**config.mk**
```make
export PLATFORM = sky130hd
export DESIGN_NAME = full_adder
export DESIGN_NICKNAME = d
export VERILOG_FILES = /design/src/rtl/full_adder_pkg.sv /design/src/rtl/full_adder_bit.sv /design/src/rtl/full_adder.sv
export SDC_FILE = /design/constraint.sdc
export NUM_CORES = 1
export LEC_CHECK = 0
export ABC_AREA = 0
export BUFFER_PORTS_ARGS = -buffer_cell sky130_fd_sc_hd__buf_2
export CORE_AREA = 8 8 45 47
export CTS_BUF_LIST = sky130_fd_sc_hd__clkbuf_4 sky130_fd_sc_hd__clkbuf_8
export CTS_CLUSTER_DIAMETER = 100
export DETAILED_ROUTE_END_ITERATION = 16
export DIE_AREA = 0 0 53 55
export SYNTH_ARGS = -nofsm -noshare
export SYNTH_HDL_FRONTEND = slang
export SYNTH_SLANG_ARGS = --single-unit
```
**constraint.sdc**
```tcl
create_clock -name clk -period 1.11 [get_ports clk]
set_clock_uncertainty 0.2 [all_clocks]
set_input_delay 0 -clock clk [delete_from_list [all_inputs] [get_ports clk]]
set_output_delay 0 -clock clk [all_outputs]
set_load 0.01 [all_outputs]
```
**src/rtl/full_adder_pkg.sv**
```systemverilog
// -----------------------------------------------------------------------------
// full_adder_pkg
// Shared constants and a reference add function for the registered full adder.
//   FA_DEFAULT_WIDTH : default operand width (classic 1-bit cell)
//   FA_MAX_WIDTH     : widest operand the adder is built for
//   fa_ref()         : full-precision a + b + c at FA_MAX_WIDTH+1 bits
// -----------------------------------------------------------------------------
package full_adder_pkg;

  localparam int FA_DEFAULT_WIDTH = 1;
  localparam int FA_MAX_WIDTH     = 64;

  // Callers with narrower operands zero-extend them; the carry-out of a
  // WIDTH-bit add is then bit WIDTH of the result.
  function automatic logic [FA_MAX_WIDTH:0] fa_ref(
    input logic [FA_MAX_WIDTH-1:0] a,
    input logic [FA_MAX_WIDTH-1:0] b,
    input logic                    c
  );
    return {1'b0, a} + {1'b0, b} + {{FA_MAX_WIDTH{1'b0}}, c};
  endfunction

endpackage

```
**src/rtl/full_adder_bit.sv**
```systemverilog
// -----------------------------------------------------------------------------
// full_adder_bit
// Purely combinational 1-bit full-adder cell.
//   x, y : operand bits
//   ci   : carry in
//   s    : sum bit      = x ^ y ^ ci
//   co   : carry out    = majority(x, y, ci)
// -----------------------------------------------------------------------------
module full_adder_bit (
  input  logic x,
  input  logic y,
  input  logic ci,
  output logic s,
  output logic co
);

  assign s  = x ^ y ^ ci;
  assign co = (x & y) | (x & ci) | (y & ci);

endmodule

```
**src/rtl/full_adder.sv**
```systemverilog
// -----------------------------------------------------------------------------
// full_adder
// Registered ripple-carry adder: {cout, sum} = a + b + c, one cycle latency.
//   clk       : rising-edge clock
//   rst_n     : synchronous active-low reset (clears sum, cout, out_valid)
//   a, b      : WIDTH-bit unsigned operands
//   c         : carry in
//   in_valid  : qualifies a/b/c this cycle
//   sum       : registered sum bits
//   cout      : registered carry out
//   out_valid : sum/cout hold the result of the input accepted at the last edge
// -----------------------------------------------------------------------------
module full_adder
  import full_adder_pkg::*;
#(
  parameter int WIDTH = FA_DEFAULT_WIDTH
) (
  input  logic             clk,
  input  logic             rst_n,
  input  logic [WIDTH-1:0] a,
  input  logic [WIDTH-1:0] b,
  input  logic             c,
  input  logic             in_valid,
  output logic [WIDTH-1:0] sum,
  output logic             cout,
  output logic             out_valid
);

  if (WIDTH < 1 || WIDTH > FA_MAX_WIDTH) begin : g_width_check
    $fatal(1, "full_adder: WIDTH=%0d outside 1..%0d", WIDTH, FA_MAX_WIDTH);
  end

  logic [WIDTH:0]   carry;
  logic [WIDTH-1:0] sum_d;
  logic             cout_d;
  logic [WIDTH-1:0] sum_q;
  logic             cout_q;
  logic             vld_q;

  // Ripple chain: carry[i] enters bit i, carry[WIDTH] is the result MSB.
  assign carry[0] = c;

  for (genvar g = 0; g < WIDTH; g++) begin : g_cell
    full_adder_bit u_bit (
      .x  (a[g]),
      .y  (b[g]),
      .ci (carry[g]),
      .s  (sum_d[g]),
      .co (carry[g+1])
    );
  end

  assign cout_d = carry[WIDTH];

  // Output register stage. Data only loads on a valid input, so a/b/c are
  // ignored (even if unknown) while in_valid is low.
  always_ff @(posedge clk) begin
    if (!rst_n) begin
      sum_q  <= '0;
      cout_q <= 1'b0;
      vld_q  <= 1'b0;
    end else begin
      vld_q <= in_valid;
      if (in_valid) begin
        sum_q  <= sum_d;
        cout_q <= cout_d;
      end
    end
  end

  assign sum       = sum_q;
  assign cout      = cout_q;
  assign out_valid = vld_q;

endmodule

```
Word-level counts from Yosys, hierarchy flattened
Cells that the tools add are included.

Register bits after elaboration: 3. Bits of input ports: 6. Output and inout bits: 3. Word-level logic and storage cells: 10.

Bitwise logic cells: 7.

Operators by type and width (number): $and 1x1->1 (3); $or 1x1->1 (2); $xor 1x1->1 (2).

Longest topological paths before layout
Depth after elaboration: 3. Mapped depth: 3. Gate-level depth less buffers: 3.

Modules after synthesis
From an unflattened synthesis, not the netlist that was laid out.

Cell total of the unflattened synthesis: 9. Area total of the unflattened synthesis: 120.1 µm².

By module, submodules not included: full_adder (instances 1, cells each 8, area each 100.1 µm², sequential area each 60.1 µm²); full_adder_bit (instances 1, cells each 1, area each 20.0 µm², sequential area each 0.0 µm²).

Worst setup path after synthesis
No wires, ideal clock.

Path type: input port to flip-flop. From: input port a. To: register sum_q (netlist: sum). Library setup time: 116 ps. Arrival: 627 ps. Slack: 167 ps. Stages: 3. Path through: fa_1 -> mux2i_1 -> nor2b_1.

Word-level cells in the longest chain between the ends: 2.

RTL lines: from (decl) (RTL line full_adder.sv:20) `input logic [WIDTH-1:0] a,`; $xor 1x1->1 (2 in a row) (RTL line full_adder_bit.sv:17) `assign s = x ^ y ^ ci;`; to (signal assigned) (RTL line full_adder.sv:65) `sum_q <= sum_d;`; to (decl) (RTL line full_adder.sv:36) `logic [WIDTH-1:0] sum_q;`.

Every way passes these cells. A chain may end at the register's enable or synchronous reset.

==> impl_metrics.json <==
{
  "status": "complete, no violations",
  "fillers": 157,
  "ys_warn_count": 0,
  "grt_antenna_before_repair": 0,
  "cts_root_buf": "clkbuf_4",
  "min_to": "sum",
  "ant_nets": 0,
  "cts_max_level": 1,
  "clock_sinks": 3,
  "path_class": "in2reg",
  "worstReg2RegEnd": "sum",
  "start_util_pct": 8.68,
  "reg2reg_slack_ns": 0.32,
  "cp_cell_sequence": "dlygate4sd3_1 -> buf_2 -> mux2i_1 -> nor2b_1",
  "drive_gt1_share_pct": 56.5,
  "overflow": 0,
  "grt_max_degree": 4,
  "route.detailed.drc": 0,
  "slowest_stage": "dlygate4sd3_1",
  "hp-class": "in2reg",
  "synthesis.nets": 16,
  "ctsLongestPathBuffers": 2,
  "num_vias": 110,
  "cts_tree": "yes",
  "viasPerCell": 2.82,
  "hp-start": "c",
  "setup_tns_ns": 0,
  "dieArea_mm2": 0.00292,
  "cp_slowest_stage_delay_ns": 0.52,
  "post-route-util_pct": 16.6,
  "synthCells": 9,
  "arrival_ns": 0.89,
  "num_rows": 14,
  "syn_avg_cell_area_um2": 13.3,
  "ys_seq_elements": 3,
  "met3_usage_pct": 4.81,
  "drt-wirelength-per-cell_um": 8.92,
  "wl_um": 348,
  "hold_violations": 0,
  "timing.rr.start": "sum",
  "numCtsBuffers": 3,
  "max_cap_violations": 0,
  "drt-initial-drc-count": 0,
  "peakVddDrop_v": 0.000332,
  "grt_pass1_wl_um": 607,
  "maxSlewViolCount": 0,
  "rsz0062_at_grt": "false",
  "critical-path-top-delay-family": "buffers and inverters",
  "num_io_pins": 9,
  "grtUsageMet2_pct": 3.13,
  "clk_pin_slew_ns": 0.04,
  "dr.pass1.iters": 1,
  "mostFrequentLayoutCells": "buf_2 (8), clkbuf_4 (4), dfxtp_1 (3)",
  "cp-end-kind": "flip-flop",
  "grt_usage_pct": 3.50,
  "grt_pass1_vias": 140,
  "layout_min_cycle_time_ns": 0.972,
  "die_w_um": 53,
  "critPathBufInv": 2,
  "areaGrowthSynthToFinish_pct": 91.7,
  "fin_crit_sh_pct": 87.6,
  "powerDensity_mw_per_mm2": 1670,
  "setup_violations": 0,
  "yosysSeqAreaShare_pct": 50.0,
  "required_ns": 1.03,
  "rr_worst_depth": 2,
  "hold_path_depth": 4,
  "coreArea_mm2": 0.00138,
  "die_h_um": 55,
  "worst_pin_slew_ns": 0.115,
  "crit_fanout": 3,
  "clock.fmax_mhz": 1030,
  "p_leak_nw": 0.112,
  "synth_area_um2": 120,
  "layout_commonest_cell": "buf_2",
  "port_buffers": 8,
  "grt_util_met1_pct": 3.19,
  "routabilityCongestion": 0.528,
  "antenna-diode-count": 0,
  "finalNetCount": 31,
  "clk_latency_ns": 0.23,
  "maxSlewHeadroom_pct": 92.1,
  "synth_cell_types": 5,
  "grt_busiest_layer": "met3",
  "startpoint_type": "input port"
}
[worst max-delay path by stage]
| stage | cells past startpoint | slack, ns | startpoint | to |
|---|---|---|---|---|
| after global placement | 4 | 0.03 | a | sum |
| after detailed placement | 4 | 0.005 | a | sum |
| after CTS | 4 | 0.14 | in_valid | sum |
| after global routing | 4 | 0.12 | in_valid | sum |
| final | 4 | 0.14 | in_valid | sum |
| after floorplan | 3 | 0.17 | a | sum |
[cells in the mapped netlist, drive strengths merged]
cell	count	area share, %
nor2b	2	10
and2	1	6.3
dfxtp	3	50
fa	1	17
mux2i	2	17
[cells by family after synthesis]
kind of cell               after synthesis  synth area share (%)
DFF                                      3                  50.0
adders and majority gates                1                  16.7
muxes                                    2                  16.7
and+or+nand+nor                          3                  16.7
[where the power goes]
part	internal (mW)	switching [mW]	leakage [nW]	total, mW
registers	0.116	0.00346	0.0249	0.120
clock network	0.159	0.0576	0.0184	0.217
logic	0.0269	0.0199	0.0688	0.0468
[tightest hold or removal path, delay by kind of cell]
kind	cells	cell delay, ns
buf+inv	1	0.08
fa+ha+maj	1	0.15
simple gates	1	0.10
mux	1	0.06
[registers in the layout (all words and copies together), names as in the netlist]
signal     flops
cout           1
out_valid      1
sum            1
[per-layer routing]
layer	vias up	share of wire [%]	routed length, um
met5	-	0	0
met4	0	0	0
met3	0	24	85
met2	9	26	89
met1	44	49	172
li1	57	-	-
[layout make-up]
cell class | count | area (um^2) | area share [%]
clock buffers | 4 | 30.0 | 13.0
multi-input cells | 6 | 60.1 | 26.1
repair buffers | 10 | 60.1 | 26.1
well taps | 16 | 20.0 | 8.70
flip-flops and latches | 3 | 60.1 | 26.1
[through the flow]
step | power, mW | area, um^2 | setup WS [ns] | cells | hold slack, ns
after floorplan | 0.140 | 120 | 0.167 | 9 | -0.0718
after global placement | 0.163 | 180 | 0.0301 | 33 | 0.0392
after detailed placement | 0.164 | 180 | 0.00472 | 33 | 0.0464
after CTS | 0.399 | 230 | 0.141 | 39 | 0.00153
after global routing | 0.425 | 230 | 0.115 | 39 | 0.0238
final | 0.383 | 230 | 0.138 | 39 | 0.00533
[timing repair]
item / 4_1_cts / 5_1_grt
setup buffers: 0 / 0
hold endpoints to repair: 3 / 0
hold buffers: 2 / 0
gates resized for setup: 0 / 0
setup endpoints to repair: 0 / 0
Power figures use the tool's default switching activity.
